### src/rtl/demux_arr.sv
// Registered 1:2 stream demultiplexer for N-element array beats.
// Each output channel is a one-entry holding register with valid/ready flow control.
module demux_arr #(
  parameter int WIDTH   = 2,
  parameter int N       = 2,
  parameter int COUNT_W = 8
) (
  input  logic               CLK,
  input  logic               RESET,
  input  logic [WIDTH-1:0]   I [N-1:0],
  input  logic               S,
  input  logic               I_valid,
  output logic               I_ready,
  output logic [WIDTH-1:0]   O0 [N-1:0],
  output logic               O0_valid,
  input  logic               O0_ready,
  output logic [WIDTH-1:0]   O1 [N-1:0],
  output logic               O1_valid,
  input  logic               O1_ready,
  output logic [COUNT_W-1:0] count0,
  output logic [COUNT_W-1:0] count1
);

  logic load0;
  logic load1;
  logic drain0;
  logic drain1;

  // Ready follows only the selected channel, so a stalled peer never blocks the other.
  always_comb begin
    I_ready = S ? (~O1_valid | O1_ready) : (~O0_valid | O0_ready);
  end

  assign load0  = I_valid & I_ready & ~S;
  assign load1  = I_valid & I_ready &  S;
  assign drain0 = O0_valid & O0_ready;
  assign drain1 = O1_valid & O1_ready;

  // Channel 0: a load wins over a drain, giving bubble-free drain-and-refill.
  always_ff @(posedge CLK) begin
    if (RESET) begin
      O0_valid <= 1'b0;
      count0   <= '0;
      for (int j = 0; j < N; j++) O0[j] <= '0;
    end else begin
      if (load0) begin
        O0_valid <= 1'b1;
        for (int j = 0; j < N; j++) O0[j] <= I[j];
      end else if (drain0) begin
        O0_valid <= 1'b0;
      end
      if (drain0) count0 <= count0 + COUNT_W'(1);
    end
  end

  // Channel 1 mirrors channel 0 and drains independently of it.
  always_ff @(posedge CLK) begin
    if (RESET) begin
      O1_valid <= 1'b0;
      count1   <= '0;
      for (int j = 0; j < N; j++) O1[j] <= '0;
    end else begin
      if (load1) begin
        O1_valid <= 1'b1;
        for (int j = 0; j < N; j++) O1[j] <= I[j];
      end else if (drain1) begin
        O1_valid <= 1'b0;
      end
      if (drain1) count1 <= count1 + COUNT_W'(1);
    end
  end

endmodule

### config.mk
export PLATFORM = sky130hd
export DESIGN_NAME = demux_arr
export DESIGN_NICKNAME = d
export VERILOG_FILES = /design/src/rtl/demux_arr.sv
export SDC_FILE = /design/constraint.sdc
export NUM_CORES = 1
export LEC_CHECK = 0
export ABC_AREA = 1
export BUFFER_PORTS_ARGS = -buffer_cell sky130_fd_sc_hd__buf_2
export CAP_MARGIN = 20
export CORE_ASPECT_RATIO = 1.4
export CORE_UTILIZATION = 30
export DETAILED_ROUTE_END_ITERATION = 10
export PLACE_DENSITY_LB_ADDON = 0.15
export SLEW_MARGIN = 5
export SYNTH_ARGS = -nofsm -noshare
export SYNTH_HDL_FRONTEND = slang
export SYNTH_SLANG_ARGS = --single-unit
### constraint.sdc
create_clock -name CLK -period 1 [get_ports CLK]
set_input_delay 0.2 -clock CLK [delete_from_list [all_inputs] [get_ports CLK]]
set_output_delay 0.2 -clock CLK [all_outputs]
set_load 0.02 [all_outputs]
# Word level (Yosys, flattened, before mapping)
# Cells that the tools add are included.
dict set report op_classes {
  bitwise_logic 10
  n_reduce_logical 2
  addsub 2
  mux 5
}
# operator n
set op_table {}
lappend op_table {{$add 8x1->8 const B} 2}
lappend op_table {{$and 1x1->1} 5}
lappend op_table {{$mux 1} 5}
lappend op_table {{$reduce_bool 2->1} 2}
lappend op_table {{$not 1->1} 3}
lappend op_table {{$or 1x1->1} 2}
dict set report totals {
  word_cells 27
  inputBits 10
  reg_bits 26
  out_inout_bits 27
}

# Depth between registers and ports, before layout
# Gate-level depths: netlist of the first run.
dict set report logic_depth {
  ltp_word 6
  depth_mapped 7
  ltp_nobuf 7
}

# Worst setup path after synthesis of the first run
# OpenSTA, ideal clock, no wires.
dict set report synth_timing {
  path_type {reg-to-reg}
  startpoint {reg count0[1]}
  endpoint {reg count0[6]}
  path_stages_with_launch 7
  synth_period_minus_slack_ns 1.206
  setup_ns 0.110
  arrival_ns 1.096
  setup_slack_ns -0.206
  n_path_buf 0
  path_cell_list {dfxtp_1 -> ha_1 -> inv_1 -> nor3_4 -> nand3_1 -> nand2_1 -> nor2_2}
}
dict set report synth_between {
  elab_chain_cells 1
}
# element line_no
set synth_lines {}
lappend synth_lines {{start: declaration} 20} ;# output logic [COUNT_W-1:0] count0,
lappend synth_lines {{start signal: assignment} 52} ;# if (drain0) count0 <= count0 + COUNT_W'(1);
lappend synth_lines {{$add 8x1->8} 52}
# Every way passes these cells.
# A chain may end at the register's enable or synchronous reset.

# Worst setup path in the final report of the first run
dict set report layout_timing {
  startpoint {reg O0_valid}
  endpoint {out I_ready}
}
dict set report layout_between {
  elab_chain_cells 3
}
# element line_no
set layout_lines {}
lappend layout_lines {{start: declaration} 15} ;# output logic O0_valid,
lappend layout_lines {{start signal: assignment} 42} ;# O0_valid <= 1'b0;
lappend layout_lines {{start signal: assignment} 47} ;# O0_valid <= 1'b1;
lappend layout_lines {{start signal: assignment} 50} ;# O0_valid <= 1'b0;
lappend layout_lines {{$not 1->1} 31} ;# I_ready = S ? (~O1_valid | O1_ready) : (~O0_valid | O0_ready);
lappend layout_lines {{$or 1x1->1} 31}
lappend layout_lines {{$mux 1} 31}
lappend layout_lines {{end: declaration} 13} ;# output logic I_ready,
# Every way passes these cells.

==> results of run 1 <==
==> worst register-to-register path: cells and delay by family (launching register included) <==
| kind | cells | cell delay [ns] |
|---|---|---|
| buffers and inverters | 1 | 0.04 |
| AND/OR/NAND/NOR | 4 | 0.44 |
| flip-flops | 1 | 0.39 |
| adder cells (fa/ha/maj) | 1 | 0.14 |
==> worst min path at each step <==
stage | slack, ns | depth (start not counted) | end
2_1_floorplan | 0.34 | 2 | O0[0]
3_3_place_gp | 0.45 | 2 | O1[1]
3_5_place_dp | 0.45 | 2 | O0[2]
4_1_cts | 0.17 | 3 | O0[3]
5_1_grt | 0.18 | 3 | O1[1]
6_report | 0.17 | 3 | O0[3]
==> cell usage after synthesis (all sizes together) <==
cell    count  area, sq um
o21ai       6        30.03
nand2      53        198.9
nor3        2        32.53
dfxtp      26        520.5
clkinv      1        5.000
nand3       8        50.05
buf         2        10.01
inv        31        116.4
ha          2        25.02
nor2       18        80.08
a21oi      16        80.08
nand4       6        37.54
==> cell type report <==
type,count,share of cell area (%)
well taps,42,2.655
repair buffers,62,27.56
flip-flops and latches,26,28.57
inverters,32,6.511
multi-input cells,111,31.92
clock buffers,4,2.781
==> through the flow <==
step / hold slack (ns) / setup WS [ns] / total power (uW) / instances / util, %
after floorplan: 0.3428 / -0.06048 / 1225 / 171 / -
after global placement: 0.4505 / -0.05404 / 1314 / 259 / 41.63
after detailed placement: 0.4519 / -0.08034 / 1314 / 259 / 41.63
after CTS: 0.1746 / -0.1507 / 2057 / 271 / 48.95
after global routing: 0.1771 / -0.1884 / 2159 / 277 / 53.37
final: 0.1749 / -0.1411 / 2063 / 277 / 53.37
==> placed cells by master, fill, tap and decap left out, drive strengths merged <==
master / Yosys / routed
a21oi: 16 / 16
buf: 2 / 62
clkbuf: 0 / 4
clkinv: 1 / 1
dfxtp: 26 / 26
ha: 2 / 2
inv: 31 / 31
nand2: 53 / 53
nand3: 8 / 8
nand4: 6 / 6
nor2: 18 / 18
nor3: 2 / 2
o21ai: 6 / 6
==> timing repair <==
| action | CTS | global route |
|---|---|---|
| gates resized for setup | 54 | 37 |
| pin swaps | 6 | 13 |
| setup endpoints to repair | 27 | 47 |
| buffers inserted | 10 | 7 |
==> flip-flops by register name, indices dropped and copies added (netlist names) <==
name,flops
O0_valid,1
O0,4
count1,8
count0,8
O1_valid,1
O1,4
==> logic make-up after synthesis <==
family | after synthesis | share of synthesized area [%]
adder cells (fa/ha/maj) | 2 | 2.109
AND/OR/NAND/NOR | 87 | 33.65
AO/OA/AOI/OAI | 22 | 9.283
flip-flops | 26 | 43.88
buffers and inverters | 34 | 11.08
==> routing by layer <==
metal	vias up	part of all wire, %
li1	659	-
met1	553	42
met2	27	54
met3	5	3.2
met4	0	1.5
met5	-	0
==> power groups by stage <==
stage | Combinational, uW | Clock (uW) | Sequential, uW
6_report | 292 | 699 | 1070
5_1_grt | 318 | 765 | 1080
4_1_cts | 250 | 726 | 1080
3_5_place_dp | 212 | 0 | 1100
3_3_place_gp | 213 | 0 | 1100
2_1_floorplan | 90.0 | 0 | 1140
==> metrics.cfg, run 1 <==
[cells_and_area]
diodes = 0
stdcell_area_sq_um = 1979
nets = 248
seqCellArea_sq_um = 565.5
fillers = 393
drive_above_1_share_pct = 47.23
multi_input_area_sq_um = 631.9
areaGrowthSynthToFinish_pct = 66.88

[global_routing]
grt.busiest_layer = met2
met1_usage_pct = 16.67
overflow = 0
grt_max_degree = 19
use_met3_pct = 2.395
grt.total_usage_pct = 14.81
grt_pass1_wl_microns = 4664
grt_pass1_vias = 1142
grt_util_met2_pct = 26.27
antenna_found_initial = 0

[power_and_ir_drop]
swShare_pct = 25.53
switchingPower_uw = 526.6
pwr-share-clk_pct = 33.9
seqPwrFrac_pct = 52.0
static-leakage-power_uw = 0.0009814
powerDensity_nw_per_um2 = 1042
intPower_uw = 1537
peakVddDrop_uv = 708.7
power_frac_comb_pct = 14.1

[critical_path]
r2r_start = count0[0]
r2r_slack_ns = -0.11
crit_end = I_ready
critical-path-top-delay-family = flip-flops
cp-end-kind = output port
worstPathCellList = nand2_2, nand2_1, nand2_1, buf_6
critical-path-slowest-cell = dfxtp_2
max_stage_delay_ns = 0.37
critPathMaxFanout = 3
timing.critical_path.buf_inv = 1
crit_top_cell = nand2_1
startpoint = O0_valid
critPathRequiredTime_ns = 0.80
cp.arrival_ns = 0.94
cp-start-kind = register
worst-path-stages = 4
path_class = reg2out
reg2reg_depth = 6
reg2reg_to = count0[6]

[outcome]
status = finished, violations left
violations = negative setup slack

[detailed_routing]
routedWlPerCell_microns = 10.93
drc = 0
finalWirelength_microns = 3027
vias_per_cell = 4.491
vias = 1244
firstDrtPassIters = 4
drtIter0Drc = 8
postRouteAntennaNets = 0

[place]
gp_congestion = 0.6862
portBuffers = 36
place_hpwl_microns = 2036
placedInstanceArea_sq_um = 1544

[synthesis]
syn-cell-area_sq_um = 1186
synth_nets = 183
synth_cells = 171
synth_cell_types = 15
synth.ff_latch_count = 26
ys_seq_area_share_pct = 43.88
yosysWarnings = 0
syn_area_per_cell_sq_um = 6.936

[sta]
slew_headroom_pct = 83.28
fin_tns_setup_ns = -1.214
rsz0062_at_grt = true
setup_viol = 23
min_period_ns = 1.141
slew_violations = 0
worst_slew_pin_slew_ns = 0.2505
fmax_ghz = 0.8763
finalHoldViolCount = 0
clock_skew_ns = 0.001695
min_period_over_period_pct = 114.1
finalWorstSetupSlack_ns = -0.1411

[clocking]
cts_max_level = 1
clk_latency_ns = 0.27
cts-root-buf = clkbuf_8
clock_sinks = 26
clkTransAtPathRegs_ns = 0.09
hold_buffers = 0
cts_buffers = 3
clock_path_buffers = 2
cts_tree = yes

[floorplanning]
start_util_pct = 31.98
io-pin-count = 37
core_sq_um = 3709
die_x_microns = 55.14
rows = 26
die-height_microns = 76.40
die_area_sq_um = 4213

[flow_run]
cap_violations = 0

[hold_path]
hold_class = in2reg
hp-start = I[3]

No activity file was read; power rests on OpenSTA's default activity.
==> run 2: changes to the inputs <==
CORE_UTILIZATION = 44   (was 30)
SKIP_LAST_GASP = 1   (was unset)
==> run 2 against run 1 <==
The run still ends with negative setup slack left. Sequential share of layout area increased by 1.4 points. Routed wire length shrank 0.13%. Count of clock-buffer cells in the layout fell by 1. Worst hold slack lost 0.058 ns. Cell count shrank 5.1%. Core utilization increased by 23 points. Combinational power is 2% lower. Sequential cell count is the same. Critical endpoint unchanged.
==> metrics.cfg, run 2 (synthesized netlist as in run 1, its figures left out) <==
[detailed_routing]
finalWirelength_microns = 3023
drtIter0Drc = 27
routedWlPerCell_microns = 11.49
firstDrtPassIters = 4
drc = 0
postRouteAntennaNets = 0
vias = 1261
vias_per_cell = 4.795

[global_routing]
use_met3_pct = 2.006
grt_util_met2_pct = 39.96
grt.busiest_layer = met2
grt_pass1_wl_microns = 4809
grt_pass1_vias = 1227
antenna_found_initial = 0
grt_max_degree = 19
grt.total_usage_pct = 21.50
overflow = 0
met1_usage_pct = 23.17

[sta]
clock_skew_ns = 0.001476
worst_slew_pin_slew_ns = 0.2425
fmax_ghz = 0.8587
slew_violations = 0
rsz0062_at_grt = true
slew_headroom_pct = 83.81
setup_viol = 26
finalWorstSetupSlack_ns = -0.1646
min_period_over_period_pct = 116.5
min_period_ns = 1.165
finalHoldViolCount = 0

[clocking]
cts_max_level = 1
cts-root-buf = clkbuf_4
cts_tree = yes
clock_path_buffers = 2
clk_latency_ns = 0.32
hold_buffers = 0
clkTransAtPathRegs_ns = 0.13
clock_sinks = 26
cts_buffers = 3

[hold_path]
hold_end = O0[3]
worstHoldPathCells = 3
hold_class = in2reg
hp-start = I[3]

[cells_and_area]
nets = 242
mostFrequentLayoutCell = nand2_1
finalCoreUtilization_pct = 76.70
reg.largest.list = count0 (8), count1 (8)
most-common-layout-cells = 48 x nand2_1, 31 x buf_6, 27 x inv_1
drive_above_1_share_pct = 48.47
areaGrowthSynthToFinish_pct = 59.70
diodes = 0
stdcell_area_sq_um = 1894

[critical_path]
cp.arrival_ns = 0.96
critPathRequiredTime_ns = 0.80
cp-start-kind = register
r2r_slack_ns = -0.11
worstPathCellList = nand2_2, nand2_1, nand2_1, buf_6
critical-path-top-delay-family = flip-flops
path_class = reg2out
critical-path-slowest-cell = dfxtp_2
critPathMaxFanout = 2
timing.critical_path.buf_inv = 1
cp-end-kind = output port
crit_top_cell = nand2_1
reg2reg_depth = 6
max_stage_delay_ns = 0.36
r2r_start = count1[0]
reg2reg_to = count1[6]

[place]
dp_slack_ns = -0.07685
place_hpwl_microns = 1905
gp_congestion = 0.7422
placedInstanceArea_sq_um = 1474
portBuffers = 36

[outcome]
status = finished, violations left
violations = negative setup slack

[floorplanning]
core_sq_um = 2470
die_x_microns = 45.88
die-height_microns = 63.44
start_util_pct = 48.02
die_area_sq_um = 2910
io-pin-count = 37
rows = 21

[power_and_ir_drop]
static-leakage-power_uw = 0.0009284
powerDensity_nw_per_um2 = 956.8
peakVddDrop_uv = 858.4

[flow_run]
cap_violations = 0

run 2: changes by cell type in the layout (fill, tap and decap cells not counted), sizes merged:
cell    before  now
clkinv       1    2
clkbuf       4    3
buf         62   56
run 2: what timing repair did:
item	4_1_cts	5_1_grt
gates cloned	0	0
pin swaps	6	13
endpoints found under the setup margin	33	48
resized for setup	85	10
setup buffers	12	5
run 2: worst reg2reg max path: stages, from the launching register on:
cell and delay [ns]:
dfxtp_4 0.40, ha_4 0.14, inv_4 0.04, nor3_4 0.23
nand3_1 0.09, nand2_1 0.07, nor2_1 0.05
run 2: worst max path at each step:
stage / startpoint / end / slack [ns] / cells after the start
3_5_place_dp: count0[0] / count0[6] / -0.08 / 6
5_1_grt: O0_valid / I_ready / -0.23 / 4
6_report: O0_valid / I_ready / -0.16 / 4
4_1_cts: O0_valid / I_ready / -0.19 / 4
2_1_floorplan: count0[0] / count0[6] / -0.06 / 6
3_3_place_gp: count0[0] / count0[6] / -0.05 / 6
run 2: report_power, final:
part	internal (uW)	total, uW	switching [uW]
Sequential	1050	1080	24.7
Combinational	129	285	155
Clock	146	448	302
Total	1330	1810	482
run 2: final cells by class:
| cell class | count | area (sq um) |
|---|---|---|
| clock buffers | 3 | 22.52 |
| clock inverters | 1 | 3.754 |
| fillers | 204 | 575.6 |
| inverters | 32 | 123.9 |
| multi-input cells | 111 | 619.3 |
| flip-flops and latches | 26 | 568.0 |
| well taps | 34 | 42.54 |
| repair buffers | 56 | 514.2 |
run 2: per-stage QoR:
stage / TNS, ns / hold WS [ns] / instances / power, uW
after CTS: -1.786 / 0.1035 / 258 / 1807
after floorplan: -0.1531 / 0.3428 / 171 / 1225
after detailed placement: -0.2309 / 0.4509 / 243 / 1302
after global routing: -4.089 / 0.1073 / 263 / 1911
final: -1.610 / 0.1173 / 263 / 1812
after global placement: -0.1382 / 0.4511 / 243 / 1295
run 2: layer usage:
metal / wire length [microns] / part of all wire [%]
met5: 0 / 0
met4: 42 / 1.4
met3: 96 / 3.2
met2: 1709 / 57
met1: 1174 / 39
